$ cat config.mk
export PLATFORM = sky130hd
export DESIGN_NAME = wb_stage
export DESIGN_NICKNAME = d
export VERILOG_FILES = /design/src/rtl/wb_pkg.sv /design/src/rtl/load_align.sv /design/src/rtl/wb_stage.sv
export SDC_FILE = /design/constraint.sdc
export NUM_CORES = 1
export LEC_CHECK = 0
export CORE_MARGIN = 1
export CORE_UTILIZATION = 47
export CTS_CLUSTER_DIAMETER = 200
export DETAILED_ROUTE_END_ITERATION = 12
export GPL_TIMING_DRIVEN = 0
export HOLD_SLACK_MARGIN = 0.03
export PLACE_DENSITY = 0.79
export SYNTH_ARGS = -nofsm -noshare
export SYNTH_HDL_FRONTEND = slang
export SYNTH_SLANG_ARGS = --single-unit
$ cat constraint.sdc
create_clock -name clk -period 2.8 [get_ports clk]
set_input_delay 0.28 -clock clk [delete_from_list [all_inputs] [get_ports clk]]
set_output_delay 0.28 -clock clk [all_outputs]
set_load 0.005 [all_outputs]
$ cat src/rtl/wb_pkg.sv
// Shared definitions for the writeback stage: result selects, load funct3 codes,
// FSM state encoding and the load legality predicate.
package wb_pkg;

    localparam logic [1:0] WB_ALU  = 2'b00;
    localparam logic [1:0] WB_LOAD = 2'b01;
    localparam logic [1:0] WB_PC4  = 2'b10;
    localparam logic [1:0] WB_NONE = 2'b11;

    localparam logic [2:0] F3_LB  = 3'b000;
    localparam logic [2:0] F3_LH  = 3'b001;
    localparam logic [2:0] F3_LW  = 3'b010;
    localparam logic [2:0] F3_LBU = 3'b100;
    localparam logic [2:0] F3_LHU = 3'b101;

    typedef enum logic {
        S_IDLE      = 1'b0,
        S_WAIT_LOAD = 1'b1
    } wb_state_t;

    // True when a load cannot be issued: misaligned address or unknown funct3.
    function automatic logic load_misaligned(input logic [2:0] funct3, input logic [1:0] addr);
        case (funct3)
            F3_LB, F3_LBU: return 1'b0;
            F3_LH, F3_LHU: return addr[0];
            F3_LW:         return addr != 2'b00;
            default:       return 1'b1;
        endcase
    endfunction

endpackage

$ cat src/rtl/load_align.sv
// Extracts the addressed byte/halfword from a raw memory word and sign- or
// zero-extends it according to the load funct3.
module load_align
    import wb_pkg::*;
(
    input  logic [31:0] rdata,
    input  logic [1:0]  addr,
    input  logic [2:0]  funct3,
    output logic [31:0] result
);

    logic [7:0]  byte_val;
    logic [15:0] half_val;

    assign byte_val = rdata[{addr, 3'b000} +: 8];
    assign half_val = rdata[{addr[1], 4'b0000} +: 16];

    // NOTE: every path assigns result (default included), so no latch is inferred.
    always_comb begin
        case (funct3)
            F3_LB:   result = {{24{byte_val[7]}}, byte_val};
            F3_LH:   result = {{16{half_val[15]}}, half_val};
            F3_LBU:  result = {24'h0, byte_val};
            F3_LHU:  result = {16'h0, half_val};
            default: result = rdata;
        endcase
    end

endmodule

$ cat src/rtl/wb_stage.sv
// RV32I writeback stage: selects the retiring result, waits for load data with a
// timeout, and drives the registered register-file write port and retire counter.
module wb_stage
    import wb_pkg::*;
#(
    parameter int unsigned LOAD_TIMEOUT = 255
) (
    input  logic        clk,
    input  logic        reset_n,
    input  logic        in_valid,
    output logic        in_ready,
    input  logic [4:0]  in_rd,
    input  logic [1:0]  in_wb_sel,
    input  logic [2:0]  in_funct3,
    input  logic [31:0] in_alu,
    input  logic [31:0] in_pc4,
    input  logic        mem_rvalid,
    input  logic [31:0] mem_rdata,
    output logic        we,
    output logic [4:0]  rs3,
    output logic [31:0] wrs3,
    output logic        misalign_fault,
    output logic        load_fault,
    output logic [31:0] retired
);

    localparam logic [15:0] TIMEOUT_LAST = 16'(LOAD_TIMEOUT - 1);

    wb_state_t   state, next_state;
    logic [4:0]  ld_rd;
    logic [2:0]  ld_funct3;
    logic [1:0]  ld_addr;
    logic [15:0] timeout_cnt;
    logic [31:0] load_data;

    logic        accept, is_load, bad_load, start_load, timed_out;
    logic        we_d, misalign_d, load_fault_d, retire_inc;
    logic [4:0]  rs3_d;
    logic [31:0] wrs3_d;

    assign in_ready   = (state == S_IDLE);
    assign accept     = in_valid & in_ready;
    assign is_load    = (in_wb_sel == WB_LOAD);
    assign bad_load   = load_misaligned(in_funct3, in_alu[1:0]);
    assign start_load = accept & is_load & ~bad_load;
    assign timed_out  = (timeout_cnt == TIMEOUT_LAST);

    load_align u_load_align (
        .rdata  (mem_rdata),
        .addr   (ld_addr),
        .funct3 (ld_funct3),
        .result (load_data)
    );

    // NOTE: sequential state uses non-blocking assignments so every register samples pre-edge values.
    always_ff @(posedge clk or negedge reset_n) begin
        if (!reset_n) state <= S_IDLE;
        else          state <= next_state;
    end

    always_comb begin
        next_state = state;
        case (state)
            S_IDLE:      if (start_load) next_state = S_WAIT_LOAD;
            S_WAIT_LOAD: if (mem_rvalid || timed_out) next_state = S_IDLE;
            default:     next_state = S_IDLE;
        endcase
    end

    // Next values of the write port; rs3/wrs3 only move when a write happens.
    always_comb begin
        we_d         = 1'b0;
        rs3_d        = rs3;
        wrs3_d       = wrs3;
        misalign_d   = 1'b0;
        load_fault_d = 1'b0;
        retire_inc   = 1'b0;
        case (state)
            S_IDLE: begin
                if (accept && is_load) begin
                    misalign_d = bad_load;
                end else if (accept) begin
                    we_d       = (in_wb_sel != WB_NONE) && (in_rd != 5'd0);
                    retire_inc = 1'b1;
                    if (we_d) begin
                        rs3_d  = in_rd;
                        wrs3_d = (in_wb_sel == WB_PC4) ? in_pc4 : in_alu;
                    end
                end
            end
            S_WAIT_LOAD: begin
                if (mem_rvalid) begin
                    we_d       = (ld_rd != 5'd0);
                    retire_inc = 1'b1;
                    if (we_d) begin
                        rs3_d  = ld_rd;
                        wrs3_d = load_data;
                    end
                end else if (timed_out) begin
                    load_fault_d = 1'b1;
                end
            end
            default: ;
        endcase
    end

    always_ff @(posedge clk or negedge reset_n) begin
        if (!reset_n) begin
            we             <= 1'b0;
            rs3            <= 5'd0;
            wrs3           <= 32'd0;
            misalign_fault <= 1'b0;
            load_fault     <= 1'b0;
            retired        <= 32'd0;
            ld_rd          <= 5'd0;
            ld_funct3      <= 3'd0;
            ld_addr        <= 2'd0;
            timeout_cnt    <= 16'd0;
        end else begin
            we             <= we_d;
            rs3            <= rs3_d;
            wrs3           <= wrs3_d;
            misalign_fault <= misalign_d;
            load_fault     <= load_fault_d;
            retired        <= retired + {31'd0, retire_inc};
            if (start_load) begin
                ld_rd       <= in_rd;
                ld_funct3   <= in_funct3;
                ld_addr     <= in_alu[1:0];
                timeout_cnt <= 16'd0;
            end else if (state == S_WAIT_LOAD && !mem_rvalid && !timed_out) begin
                timeout_cnt <= timeout_cnt + 16'd1;
            end
        end
    end

endmodule

* After elaboration in Yosys (flattened, before gate mapping)
Cells that the tools add are included.
** Cells by class
- $add $sub $neg :: 2
- Equal/unequal tests :: 16
- Shift operators :: 2
- Multiplexer cells :: 33
- Bitwise operators :: 5
- Reduce and logical (&&, ||, !) cells :: 16
** Operator list (count)
- $mux W32 :: 6
- $pmux W32 S4 :: 1
- $pmux W32 S2 :: 1
- $add A32 B1 Y32 :: 1
- $mux W16 :: 2
- $shiftx A32 B6 Y16 :: 1
- $shiftx A32 B6 Y8 :: 1
- $mux W5 :: 5
- $add A16 B1 Y16 const B :: 1
- $eq A16 B8 Y1 const B :: 1
- $mux W1 :: 13
- $eq A3 B3 Y1 const B :: 4
- $pmux W5 S2 :: 1
- $reduce_bool A5 Y1 :: 2
- $eq A3 B1 Y1 const B :: 2
- $logic_not A3 Y1 :: 2
- $ne A2 B1 Y1 const B :: 3
- $ne A2 B2 Y1 const B :: 3
- $pmux W1 S2 :: 3
- $reduce_and A5 Y1 :: 1
- $logic_and A1 B1 Y1 :: 4
- $reduce_bool A2 Y1 :: 2
- $reduce_or A2 Y1 :: 2
- $and A1 B1 Y1 :: 3
- 7 further kinds :: 9
** Word-level totals
- Bits in registers :: 99
- Logic and storage cells :: 85

* Depth between registers and ports, before layout
- Word-level depth :: 7
- Depth in mapped cells :: 9

* Hierarchy
A second synthesis with hierarchy kept.
** Second synthesis, totals
- Cell total of the unflattened synthesis :: 566
- Area, all modules :: 5870.6 um^2
** Modules (own cells, without submodules)
- wb_stage :: instances 1, cells an instance 448, area an instance 5076.1 um^2, sequential area each 2477.4 um^2
- load_align :: instances 1, cells an instance 118, area an instance 794.5 um^2, sequential area each 0.0 um^2

* Least setup slack after synthesis
Ideal clock, no wire load.
- Path kind :: flip-flop to flip-flop
- From :: register state
- To :: register retired[30]
- Library setup time :: 123 ps
- Arrival :: 2081 ps
- Required time :: 2677 ps
- Setup slack :: 596 ps
- Stages on the path, launching flop included :: 10
- Buffers on the path :: 1
- Period minus slack after synthesis :: 2204 ps
- Cell sequence :: dfrtp_1 buf_2 nand2b_1 o21ai_0 ha_1 ha_1 nand4_1 nor3_2 nand4_1 xnor2_1
** Between the ends
- Cells in the longest elaborated chain, start to end :: 6
- Elaborated cells on any way between the ends :: 7
- Those cells by class :: add/sub: 1; mux: 3; bitwise: 2; reduce/logical: 1
** Ends and longest elaborated chain
- start: declaration :: RTL line wb_stage.sv:29 : wb_state_t state, next_state;
- start signal: assignment :: RTL line wb_stage.sv:58 : else state <= next_state;
- $not A1 Y1
- $and A1 B1 Y1 :: RTL line wb_stage.sv:42 : assign accept = in_valid & in_ready;
- $mux W1 / $logic_and A1 B1 Y1 (equally long branches) :: RTL line wb_stage.sv:82, wb_stage.sv:80
- $mux W1 :: RTL line wb_stage.sv:80 : if (accept && is_load) begin
- $pmux W1 S2 * :: RTL line wb_stage.sv:78 : case (state)
- $add A32 B1 Y32 * :: RTL line wb_stage.sv:125 : retired <= retired + {31'd0, retire_inc};
- end signal: assignment :: RTL line wb_stage.sv:125
- end: declaration :: RTL line wb_stage.sv:24 : output logic [31:0] retired
Every way passes the cells marked *; elsewhere a longest branch is shown, timed or not.
A chain may end at the register's enable or synchronous reset.

* Final worst setup path
- From :: register state
- To :: register retired[22]
The elaborated chain is that of the path after synthesis.

==> metrics.yaml <==
status: "complete, no violations"
cts.sinks: 99
nets: 872
clk_latency_ns: 0.35
layout-drive-gt1-share: 0.0986
rsz0062_at_grt: "false"
synth_area_sq_mm: 0.00556
area_delta_synth_final_pct: 42.6
crit_fanout: 10
peakVddDrop_mv: 0.395
place_ws_ns: -0.299
io_buffers: 182
vias: 5489
first_iter_violations: 397
synth.area.top_cells: "dfrtp_1 (45%), mux2_2 (5.3%), mux2i_1 (4.9%)"
finalCritPeriodShare: 0.946
skew_ns: 0.00849
gr-total-overflow: 0
reg2reg_from: "state"
min_period_ns: 2.65
synth_common_cells: "dfrtp_1 (99), nand2_1 (59), nand3_1 (42)"
gp_congestion: 0.943
rr_worst_depth: 10
p_per_area_mw_per_mm2: 570
first_pass_iters: 6
yosys_warnings: 0
root_buffer: "clkbuf_16"
rows: 39
final_util: 0.692
relSlewSlack: 0.262
cts_tree: "built"
synth_flop_cell: "dfrtp_1"
grtUsageTotal: 0.286
fin_setup_tns_ns: 0
fill_cells: 906
core-area_sq_mm: 0.0115
ys_seq_area_frac: 0.445
fmax_mhz: 378
drt-vias-per-instance: 6.07
end_kind: "flip-flop"
yosysMostFrequentCell: "dfrtp_1"
r2r_slack_ns: 0.15
p_leak_nw: 3.16
worst_setup_path_start_kind: "flip-flop"
ant_nets: 0
drc: 0
clk_pin_slew_worst_paths_ns: 0.07
endpoint: "retired[22]"
synth.top_cell.area_share: 0.445
setup_violations: 0
hpwlAfterDp_microns: 13400
hold_class: "in -> async"
maxCapViolCount: 0
grt_max_degree: 66
power_mw: 4.52
cts_buffers: 9
clockBufferDepth: 2
num_antenna_cells: 0
grt_pass1_wl_microns: 27600
synthArstFlopShare: 1.00
start_util: 0.485
htree_levels: 3
final_hold_viol_count: 0
r2r-end: "retired[22]"
syn_inst: 561
synth_nets: 676
arrival_ns: 2.89
synth_edf_count: 0
drv_slew: 0
synth_top_area_cell: "dfrtp_1"
synth_cell_types: 59
syn_area_per_cell_sq_um: 9.92
ys_ff_latch: 99
antenna_found_initial: 0
wirelength_microns: 17600
crit_start: "state"
grt_pass1_vias: 5360
worst_pin_slew_ns: 1.10
pin_count: 183
worstSetupPathType: "reg -> reg"
worst_slack_ns: 0.151
crit_required_ns: 3.04
routedWlPerCell_microns: 19.5
die_h_microns: 111
die-area_sq_mm: 0.0123
die_x_microns: 111
## cell type report
cell class / instances / area, sq um / area share
Multi-Input combinational cell: 417 / 2910 / 0.366
Sequential cell: 99 / 2480 / 0.312
Timing Repair Buffer: 185 / 1880 / 0.236
Clock buffer: 9 / 225 / 0.0284
Tap cell: 143 / 179 / 0.0225
Buffer: 36 / 165 / 0.0208
Clock inverter: 6 / 72.6 / 0.00914
Inverter: 9 / 33.8 / 0.00426
## metal layers
| layer | track usage | part of all wire | routed length, microns | vias to the layer above |
|---|---|---|---|---|
| li1 | - | - | - | 2484 |
| met1 | 0.368 | 0.40 | 7070 | 2651 |
| met2 | 0.459 | 0.47 | 8330 | 298 |
| met3 | 0.0536 | 0.084 | 1470 | 56 |
| met4 | 0.148 | 0.040 | 711 | 0 |
| met5 | 0 | 0 | 0 | - |
## where the power goes
group	leakage [nW]	switching (mW)	internal [mW]	total, mW
Sequential	1.27	0.205	1.65	1.86
Clock	0.136	0.580	0.698	1.28
Combinational	1.75	0.600	0.783	1.38
## stage by stage
| step | hold WS (ns) | cells | instance area (sq um) |
|---|---|---|---|
| 3_5_place_dp | 0.263 | 887 | 7590 |
| 5_1_grt | 0.457 | 904 | 7940 |
| 4_1_cts | 0.425 | 903 | 7910 |
| 2_1_floorplan | -0.0156 | 561 | 5560 |
| 3_3_place_gp | 0.461 | 886 | 7560 |
| 6_report | 0.418 | 904 | 7940 |
## flip-flops by register name (all words and copies together) (netlist names)
name,cells
ld_addr,2
ld_funct3,3
ld_rd,5
load_fault,1
misalign_fault,1
retired,32
rs3,5
state,1
timeout_cnt,16
we,1
wrs3,32
## timing repair
item,CTS,global route
buffers inserted,0,1
hold buffers,1,0
hold endpoints to repair,34,0
endpoints found under the setup margin,4,9
pin swaps,0,1
resized for setup,2,2
## critical path, stage by stage (launching register included)
cell,delay (ns)
dfrtp_1,0.36
buf_2,0.18
nand2b_1,0.21
o21ai_1,0.24
ha_1,0.29
ha_1,0.27
nand4_1,0.24
nor3_4,0.29
buf_12,0.15
nand4_1,0.14
xnor2_1,0.17
## cell families (layout without fill, tap and decap cells)
group | count (synthesis) | after routing | share of synthesized area
flip-flops | 99 | 99 | 0.445
adder cells (fa/ha/maj) | 5 | 5 | 0.0112
AND/OR/NAND/NOR | 188 | 188 | 0.183
XOR/XNOR | 30 | 30 | 0.0472
buffers and inverters | 45 | 245 | 0.0358
multiplexers | 54 | 54 | 0.105
AO/OA/AOI/OAI | 140 | 140 | 0.172
## worst min path at each step
stage	startpoint	endpoint	slack [ns]	depth (start not counted)
after floorplan	reset_n	ld_addr[0]	-0.02	0
after global placement	timeout_cnt[15]	timeout_cnt[15]	0.46	1
after detailed placement	reset_n	wrs3[25]	0.26	1
after CTS	reset_n	wrs3[25]	0.43	2
after global routing	reset_n	wrs3[25]	0.46	2
final	reset_n	wrs3[25]	0.42	2
## placed cells by master, fill, tap and decap left out, types with 4 or more instances in the layout
cell and count:
mux2_2 26, ha_1 5, nand2_1 59, o31ai_1 8, xnor2_1 24, or4_1 8
nand3b_1 8, a21oi_1 26, and3_1 4, o211ai_1 9, clkdlybuf4s50_1 181, o22a_1 8
inv_1 8, xor2_1 6, clkbuf_1 20, a22o_1 16, mux2i_1 27, o32a_1 7
and4_1 4, dfrtp_1 99, o21ai_0 38, nor2_1 15, nand4_1 14, clkbuf_16 9
nand2b_1 7, buf_2 11, a31oi_1 9, a2bb2oi_1 7, nand3_1 42
(Power assumes the default switching activity.)
